## config.mk

```make
export PLATFORM = sky130hd
export DESIGN_NAME = sdram_access_sequencer
export DESIGN_NICKNAME = d
export VERILOG_FILES = /design/src/rtl/sdram_pkg.sv /design/src/rtl/sdram_wait_counter.sv /design/src/rtl/sdram_access_sequencer.sv
export SDC_FILE = /design/constraint.sdc
export NUM_CORES = 1
export LEC_CHECK = 0
export BUFFER_PORTS_ARGS = -buffer_cell sky130_fd_sc_hd__clkbuf_2
export CAP_MARGIN = 15
export CORE_UTILIZATION = 48
export CTS_CLUSTER_SIZE = 30
export DETAILED_ROUTE_END_ITERATION = 8
export PLACE_DENSITY = 0.82
export SLEW_MARGIN = 20
export SYNTH_ARGS = -nofsm -noshare
export SYNTH_HDL_FRONTEND = slang
export SYNTH_SLANG_ARGS = --single-unit
```

## constraint.sdc

```tcl
create_clock -name clk -period 1.8 [get_ports clk]
set_input_delay 0.09 -clock clk [delete_from_list [all_inputs] [get_ports clk]]
set_output_delay 0.09 -clock clk [all_outputs]
set_load 0.05 [all_outputs]
```

## src/rtl/sdram_pkg.sv

```systemverilog
// Shared command codes, sequencer state encoding and a constant clog2 helper
// for the SDRAM access sequencer slice.
package sdram_pkg;

  localparam logic [2:0] CMD_NOP = 3'd0;
  localparam logic [2:0] CMD_ACT = 3'd1;
  localparam logic [2:0] CMD_RD  = 3'd2;
  localparam logic [2:0] CMD_WR  = 3'd3;
  localparam logic [2:0] CMD_PRE = 3'd4;
  localparam logic [2:0] CMD_REF = 3'd5;

  typedef enum logic [3:0] {
    ST_IDLE   = 4'd0,
    ST_PRE    = 4'd1,
    ST_TRP_W  = 4'd2,
    ST_ACT    = 4'd3,
    ST_TRCD_W = 4'd4,
    ST_COL    = 4'd5,
    ST_RPRE   = 4'd6,
    ST_RTRP_W = 4'd7,
    ST_REF    = 4'd8,
    ST_TRFC_W = 4'd9
  } state_t;

  function automatic int clog2(input int v);
    int r;
    r = 0;
    while ((1 << r) < v) r++;
    return r;
  endfunction

endpackage

```

## src/rtl/sdram_wait_counter.sv

```systemverilog
// Loadable down-counter shared by the tRP, tRCD and tRFC waits; holds at zero.
module sdram_wait_counter #(
  parameter int WIDTH = 4
) (
  input  logic             clk,
  input  logic             rst_n,
  input  logic             i_load,
  input  logic [WIDTH-1:0] i_load_val,
  output logic             o_done
);

  logic [WIDTH-1:0] r_cnt;

  always_ff @(posedge clk) begin
    if (!rst_n)
      r_cnt <= '0;
    else if (i_load)
      r_cnt <= i_load_val;
    else if (r_cnt != '0)
      r_cnt <= r_cnt - WIDTH'(1);
  end

  assign o_done = (r_cnt == '0);

endmodule

```

## src/rtl/sdram_access_sequencer.sv

```systemverilog
// Sequences one SDRAM access (hit: RD/WR; miss: PRE, ACT, RD/WR) or a full
// refresh (PRE to every bank, then REF), driving the bank tracker pulses.
//
// state   | meaning
// IDLE    | arbitrate: refresh first, then access request
// PRE     | precharge the requested bank
// TRP_W   | wait out tRP before ACT
// ACT     | open the requested row
// TRCD_W  | wait out tRCD before the column command
// COL     | RD/WR, request consumed
// RPRE    | precharge banks 0..N-1, one per cycle
// RTRP_W  | wait out tRP before REF
// REF     | issue refresh
// TRFC_W  | wait out tRFC, ack on the last cycle
module sdram_access_sequencer
  import sdram_pkg::*;
#(
  parameter int ROW_BITS  = 13,
  parameter int BANK_BITS = 2,
  parameter int COL_BITS  = 10,
  parameter int T_RP      = 3,
  parameter int T_RCD     = 3,
  parameter int T_RFC     = 9
) (
  input  logic                 clk,
  input  logic                 rst_n,
  input  logic                 req_valid,
  output logic                 req_ready,
  input  logic                 req_we,
  input  logic [BANK_BITS-1:0] req_bank,
  input  logic [ROW_BITS-1:0]  req_row,
  input  logic [COL_BITS-1:0]  req_col,
  input  logic                 ref_req,
  output logic                 ref_ack,
  output logic                 cmd_valid,
  output logic [2:0]           cmd_code,
  output logic [BANK_BITS-1:0] cmd_bank,
  output logic [ROW_BITS-1:0]  cmd_addr,
  output logic [BANK_BITS-1:0] query_bank,
  output logic [ROW_BITS-1:0]  query_row,
  input  logic                 row_hit,
  output logic                 set_active_pulse,
  output logic [BANK_BITS-1:0] set_bank,
  output logic [ROW_BITS-1:0]  set_row,
  output logic                 clear_active_pulse,
  output logic [BANK_BITS-1:0] clear_bank
);

  localparam int NUM_BANKS = 2 ** BANK_BITS;
  localparam int T_MAX = (T_RP > T_RCD) ? ((T_RP > T_RFC) ? T_RP : T_RFC)
                                        : ((T_RCD > T_RFC) ? T_RCD : T_RFC);
  localparam int CNT_W = (clog2(T_MAX + 1) < 1) ? 1 : clog2(T_MAX + 1);

  // Load values count the wait-state cycles still to go after the first one;
  // T=1 bypasses the wait state entirely.
  localparam logic [CNT_W-1:0] LD_RP  = (T_RP  > 1) ? CNT_W'(T_RP - 2)  : '0;
  localparam logic [CNT_W-1:0] LD_RCD = (T_RCD > 1) ? CNT_W'(T_RCD - 2) : '0;
  localparam logic [CNT_W-1:0] LD_RFC = CNT_W'(T_RFC - 1);
  localparam logic [BANK_BITS-1:0] LAST_BANK = BANK_BITS'(NUM_BANKS - 1);

  state_t               r_state;
  state_t               w_next;
  logic                 r_we;
  logic [BANK_BITS-1:0] r_bank;
  logic [ROW_BITS-1:0]  r_row;
  logic [COL_BITS-1:0]  r_col;
  logic                 w_load;
  logic [CNT_W-1:0]     w_load_val;
  logic                 w_done;

  assign query_bank = req_bank;
  assign query_row  = req_row;

  sdram_wait_counter #(.WIDTH(CNT_W)) u_wait (
    .clk        (clk),
    .rst_n      (rst_n),
    .i_load     (w_load),
    .i_load_val (w_load_val),
    .o_done     (w_done)
  );

  always_ff @(posedge clk) begin
    if (!rst_n) begin
      r_state <= ST_IDLE;
      r_we    <= 1'b0;
      r_bank  <= '0;
      r_row   <= '0;
      r_col   <= '0;
    end else begin
      r_state <= w_next;
      if (r_state == ST_IDLE) begin
        if (ref_req) begin
          r_bank <= '0;
        end else if (req_valid) begin
          r_we   <= req_we;
          r_bank <= req_bank;
          r_row  <= req_row;
          r_col  <= req_col;
        end
      end else if (r_state == ST_RPRE && r_bank != LAST_BANK) begin
        r_bank <= r_bank + BANK_BITS'(1);
      end
    end
  end

  always_comb begin
    w_next     = r_state;
    w_load     = 1'b0;
    w_load_val = '0;
    case (r_state)
      ST_IDLE: begin
        if (ref_req)        w_next = ST_RPRE;
        else if (req_valid) w_next = row_hit ? ST_COL : ST_PRE;
      end
      ST_PRE: begin
        if (T_RP > 1) begin
          w_next     = ST_TRP_W;
          w_load     = 1'b1;
          w_load_val = LD_RP;
        end else begin
          w_next = ST_ACT;
        end
      end
      ST_TRP_W:  if (w_done) w_next = ST_ACT;
      ST_ACT: begin
        if (T_RCD > 1) begin
          w_next     = ST_TRCD_W;
          w_load     = 1'b1;
          w_load_val = LD_RCD;
        end else begin
          w_next = ST_COL;
        end
      end
      ST_TRCD_W: if (w_done) w_next = ST_COL;
      ST_COL:    w_next = ST_IDLE;
      ST_RPRE: begin
        if (r_bank == LAST_BANK) begin
          if (T_RP > 1) begin
            w_next     = ST_RTRP_W;
            w_load     = 1'b1;
            w_load_val = LD_RP;
          end else begin
            w_next = ST_REF;
          end
        end
      end
      ST_RTRP_W: if (w_done) w_next = ST_REF;
      ST_REF: begin
        w_next     = ST_TRFC_W;
        w_load     = 1'b1;
        w_load_val = LD_RFC;
      end
      ST_TRFC_W: if (w_done) w_next = ST_IDLE;
      default:   w_next = ST_IDLE;
    endcase
  end

  always_comb begin
    req_ready          = 1'b0;
    ref_ack            = 1'b0;
    cmd_valid          = 1'b0;
    cmd_code           = CMD_NOP;
    cmd_bank           = '0;
    cmd_addr           = '0;
    set_active_pulse   = 1'b0;
    set_bank           = '0;
    set_row            = '0;
    clear_active_pulse = 1'b0;
    clear_bank         = '0;
    case (r_state)
      ST_PRE, ST_RPRE: begin
        cmd_valid          = 1'b1;
        cmd_code           = CMD_PRE;
        cmd_bank           = r_bank;
        clear_active_pulse = 1'b1;
        clear_bank         = r_bank;
      end
      ST_ACT: begin
        cmd_valid        = 1'b1;
        cmd_code         = CMD_ACT;
        cmd_bank         = r_bank;
        cmd_addr         = r_row;
        set_active_pulse = 1'b1;
        set_bank         = r_bank;
        set_row          = r_row;
      end
      ST_COL: begin
        cmd_valid = 1'b1;
        cmd_code  = r_we ? CMD_WR : CMD_RD;
        cmd_bank  = r_bank;
        cmd_addr  = ROW_BITS'(r_col);
        req_ready = 1'b1;
      end
      ST_REF: begin
        cmd_valid = 1'b1;
        cmd_code  = CMD_REF;
      end
      ST_TRFC_W: ref_ack = w_done;
      default: ;
    endcase
  end

endmodule

```

==> impl_metrics.toml, run 1 <==
[status]
status = "finished with violations"
violations = "negative setup slack"

[critical_path]
r2r_start = "r_state[0]"
path_class = "reg -> out"
crit_path_start = "r_state[2]"
critPathMaxFanout = 13
arrival_ns = 1.71
cp-start-kind = "flip-flop"
crit_required_ns = 1.71
crit_path_end_kind = "output port"

[timing]
max_freq_mhz = 555
finalSetupViolCount = 1
slew_headroom_pct = 70.6
post-route-period-util_pct = 100
final_hold_viol_count = 0
rsz0062_at_grt = "true"
worst_pin_slew_ns = 0.430
fin_ws_ns = -0.000623
skew_ns = 0.00636
fin_hold_ws_ns = 0.0166
drv_slew = 0
period_needed_ns = 1.80

[die]
pin_count = 86
die_w_um = 67.0
die_h_um = 67.0
die_area_um2 = 4490
core_um2 = 4030
fp-row-count = 23
initial_utilization_pct = 50.3

[global_routing]
grt_pass1_vias = 1916
grt_overflow = 0
antenna_found_initial = 0
grt_pass1_wl_um = 8110
grt_max_degree = 25
grt_use_total_pct = 24.4

[clock_network]
cts.sinks = 34
clkSlewWorstSetupHoldPaths_ns = 0.07
cts-root-buf = "clkbuf_8"
h-tree-depth = 2
cts_made_buffers = 5
ctsHoldBuffers = 0
tritoncts = "done"
cts_buffer_depth = 2
clk_latency_ns = 0.28

[cells_and_area]
fill_cells = 343
syn2layout_area_growth_pct = 36.3
drive_gt1_share_pct = 41.6
final_cell_mix = "clkbuf_2, nand2_1, dfxtp_1, a21oi_1, buf_4"
finalNetCount = 379
antenna_cells = 0
fin_area_um2 = 2760
layout_commonest_cell = "clkbuf_2"

[logic_synthesis]
synth_area_leaders = "dfxtp_1, nand2_1, a21oi_1"
netlist_instances = 267
syn-num-nets = 300
synth_seq_area_share_pct = 33.6
synth_cell_types = 47
syn_avg_cell_area_um2 = 7.59
ys_seq_elements = 34
syn_area_um2 = 2030
async_reset_ff_share_pct = 0
synth_enable_flop_cells = 0
synth_flop_cell = "dfxtp_1"
ys.warnings.count = 0
yosysTopAreaCellShare_pct = 33.6
yosys.area.top_type = "dfxtp_1"

[placed_design]
place_ws_ns = 0.0718
dpl_cell_area_um2 = 2520
dp_hpwl_um = 3810
gp_congestion = 0.903
portBuffers = 85

[power]
p_per_area_nw_per_um2 = 1390
max-vdd-ir-drop_uv = 985
leakage_nw = 1.27

[hold_path]
worstHoldPathType = "in -> reg"
worstHoldStart = "req_we"

[drt]
first_iter_violations = 87
routed_wirelength_um = 5430
wl_per_cell_um = 13.7
dr_total_vias = 2094
post-route-drc-count = 0
firstDrtPassIters = 4
vias_per_cell = 5.29
antenna_left = 0

[flow_run]
drv_cap = 0
## through the flow
step	std cells	setup TNS [ns]	util, %	total power, mW
final	396	-0.000623	68.6	3.85
after global routing	396	-0.206	68.6	4.09
after CTS	393	0	66.6	3.69
after detailed placement	385	0	62.6	3.09
after global placement	385	0	62.6	3.03
after floorplan	267	-0.537	-	2.51
## where the power goes
part	total, mW	leakage, nW	internal (mW)	switching (mW)
clock network	0.534	0.0438	0.259	0.275
logic	2.24	0.946	0.972	1.26
registers	1.08	0.279	0.913	0.167
## metal layers
layer  track usage, %  share of wire [%]
met1             27.7                 43
met5                0                  0
met3             4.45                4.3
met2             43.2                 52
met4             12.0                1.5
## sequential cells by signal (all words and copies together) (netlist names)
register and cells:
r_we 1, r_bank 2, r_state 4, u_wait.r_cnt 4, r_row 13, r_col 10
## worst paths after layout
path / endpoint / slack (ns) / cells after the start
hold / removal: r_we / 0.02 / 3
setup / recovery: cmd_code[2] / -0.0006 / 5
setup reg to reg: r_bank[1] / 0.04 / 5
hold reg to reg: r_row[9] / 0.45 / 2
## cell usage after synthesis, types with 2 or more instances
cell type,instances
a21o_1,10
a21oi_1,29
and2_1,23
buf_2,4
buf_4,15
buf_6,2
clkbuf_1,12
dfxtp_1,34
ha_1,2
inv_1,5
mux2i_1,2
nand2_1,52
nand2b_1,4
nand3_1,2
nand4b_1,3
nor2_1,14
nor3_1,8
nor3b_1,5
o211ai_1,4
o21a_1,2
o21ai_0,5
or3_1,3
xnor2_1,3
## final cells by class
type                            count  area (um^2)  area share (%)
Multi-Input combinational cell    194         1190            43.3
Clock inverter                      2         10.0           0.362
Clock buffer                        5         68.8            2.49
Timing Repair Buffer              106          722            26.1
Inverter                            5         18.8           0.679
Tap cell                           50         62.6            2.26
Sequential cell                    34          686            24.8
## what timing repair did
action,4_1_cts,5_1_grt
gates resized for setup,28,22
setup endpoints to repair,38,25
pin swaps,0,1
endpoints found under the hold margin,0,0
gates cloned,0,1
buffers inserted,1,2
## worst max-delay path, cell delays in order (launching register included)
cell and delay (ns):
dfxtp_2 0.35, buf_8 0.15, nand2b_1 0.17, or3_1 0.38, o21ai_1 0.19, buf_12 0.18
## cells by family after synthesis
family                     Yosys count  share of synthesized area, %
and+or+nand+nor                    123                          31.9
xor gates and xnor gates             4                          1.73
buffers and inverters               39                          11.0
muxes                                2                         0.988
AOI/OAI and AO/OA                   63                          19.6
DFF                                 34                          33.6
adders and majority gates            2                          1.23
(Power assumes the default switching activity.)
==> inputs of run 2 (changes only) <==
--- a/config.mk
+++ b/config.mk
@@ -7,10 +7,10 @@
 export LEC_CHECK = 0
 export BUFFER_PORTS_ARGS = -buffer_cell sky130_fd_sc_hd__clkbuf_2
 export CAP_MARGIN = 15
-export CORE_UTILIZATION = 48
+export CORE_UTILIZATION = 25
 export CTS_CLUSTER_SIZE = 30
 export DETAILED_ROUTE_END_ITERATION = 8
-export PLACE_DENSITY = 0.82
+export PLACE_DENSITY = 0.49
 export SLEW_MARGIN = 20
 export SYNTH_ARGS = -nofsm -noshare
 export SYNTH_HDL_FRONTEND = slang
==> run 2 against run 1 <==
Net effect: the run now ends clean; clock-buffer cell count up 2; sequential share of layout area down 0.91 points; fmax up 3.3%; largest cell class unchanged; combinational power down 4%.
==> impl_metrics.toml, run 2 (synthesis results as in run 1) <==
[status]
status = "complete, no violations"

[die]
die_h_um = 92.0
die_area_um2 = 8470
initial_utilization_pct = 26.1
pin_count = 86
die_w_um = 92.0
core_um2 = 7770
fp-row-count = 32

[critical_path]
path_class = "reg -> out"
cp-start-kind = "flip-flop"
crit_required_ns = 1.71
critPathMaxFanout = 8
r2r_start = "r_state[0]"
r2r_cells = 3
r2r_slack_ns = 0.13
r2r_end = "r_bank[1]"
crit_path_end_kind = "output port"
arrival_ns = 1.65
critical_path.max_stage_delay_ns = 0.41
slowest_stage = "or3_4"
crit_chain = "nand2b_1, or3_4, o21ai_1, buf_12"

[cells_and_area]
instances_no_fill = 447
finalNetCount = 377
antenna_cells = 0
register_area_um2 = 688
final_cell_mix = "clkbuf_2, nand2_1, dfxtp_1, a21oi_1, buf_4"
largest_reg_flops = 13
multi_input_area_um2 = 1190
syn2layout_area_growth_pct = 42.0
registers.top_by_ff_count = "r_row"
drive_gt1_share_pct = 40.9
fill_cells = 854
top_regs = "r_row: 13 flops, r_col: 10 flops"
layout_commonest_cell = "clkbuf_2"

[global_routing]
grt_use_total_pct = 13.1
grt_overflow = 0
grt_pass1_vias = 1885
grt_pass1_wl_um = 8950
grt_max_degree = 25
antenna_found_initial = 0

[timing]
fin_hold_ws_ns = 0.0292
period_needed_ns = 1.74
post-route-period-util_pct = 96.9
finalSetupViolCount = 0
worst_pin_slew_ns = 0.436
rsz0062_at_grt = "true"
max_freq_mhz = 574
final_hold_viol_count = 0
slew_headroom_pct = 70.2
final.setup.tns_ns = 0
skew_ns = 0.00295
drv_slew = 0

[hold_path]
min_to = "r_col[9]"
whs_path_depth = 3
worstHoldPathType = "in -> reg"
worstHoldStart = "req_col[9]"

[clock_network]
cts_buffer_depth = 2
cts.sinks = 34
clkSlewWorstSetupHoldPaths_ns = 0.07
ctsHoldBuffers = 0
tritoncts = "done"
cts_made_buffers = 5
h-tree-depth = 2
clk_latency_ns = 0.28
cts-root-buf = "clkbuf_8"

[power]
leakage_nw = 1.29
power_mw = 3.91
max-vdd-ir-drop_uv = 428
p_per_area_nw_per_um2 = 1360

[placed_design]
portBuffers = 85
dp_hpwl_um = 4180
placedCellCount = 438
gp_congestion = 0.827

[flow_run]
drv_cap = 0

[drt]
routed_wirelength_um = 5540
post-route-drc-count = 0
firstDrtPassIters = 4
first_iter_violations = 82
dr_total_vias = 2042
vias_per_cell = 4.57
wl_per_cell_um = 12.4
antenna_left = 0
-- run 2: worst max-delay path by stage --
stage                                from           to  cells after the start
final                          r_state[2]  cmd_code[2]                      4
after global routing           r_state[2]    cmd_valid                      4
after CTS                 u_wait.r_cnt[0]      ref_ack                      5
after detailed placement       r_state[0]    r_bank[1]                      3
after global placement         r_state[3]   r_state[3]                      5
after floorplan                r_state[2]  cmd_code[1]                      3
-- run 2: what timing repair did --
item,CTS,global route
pin swaps,0,0
gates resized for setup,25,34
endpoints found under the setup margin,18,27
buffers inserted,0,1
-- run 2: routing by layer --
layer  vias up  track usage [%]  share of wire (%)
met5         -                0                  0
met4         0             3.13               0.88
met3         5             2.65                3.9
met2        56             21.5                 48
met1       935             17.7                 47
li1       1046                -                  -
-- run 2: report_power, final --
part / internal [mW] / switching [mW] / total (mW)
clock network: 0.414 / 0.267 / 0.681
registers: 0.917 / 0.149 / 1.07
logic: 0.933 / 1.23 / 2.16
total: 2.26 / 1.64 / 3.91
-- run 2: stage by stage --
step                      instance area (um^2)  setup slack (ns)  utilization (%)
final                                     2880            0.0565             37.0
after global routing                      2880           -0.0140             37.0
after CTS                                 2810          0.000323             36.1
after detailed placement                  2630            0.0769             33.9
after global placement                    2630             0.127             33.9
after floorplan                           2060            -0.270                -
-- run 2: cell type report --
class                           count  area share (%)
Inverter                            5           0.652
Sequential cell                    34            23.9
Tap cell                          102            4.43
Clock buffer                        7            2.65
Timing Repair Buffer              104            26.1
Multi-Input combinational cell    194            41.2
Clock inverter                      1            1.04
-- run 2: critical path, delay by kind of cell, from the launching register on --
kind / cells / cell delay, ns
flops: 1 / 0.38
compound gates: 1 / 0.15
buf+inv: 1 / 0.17
simple gates: 2 / 0.68
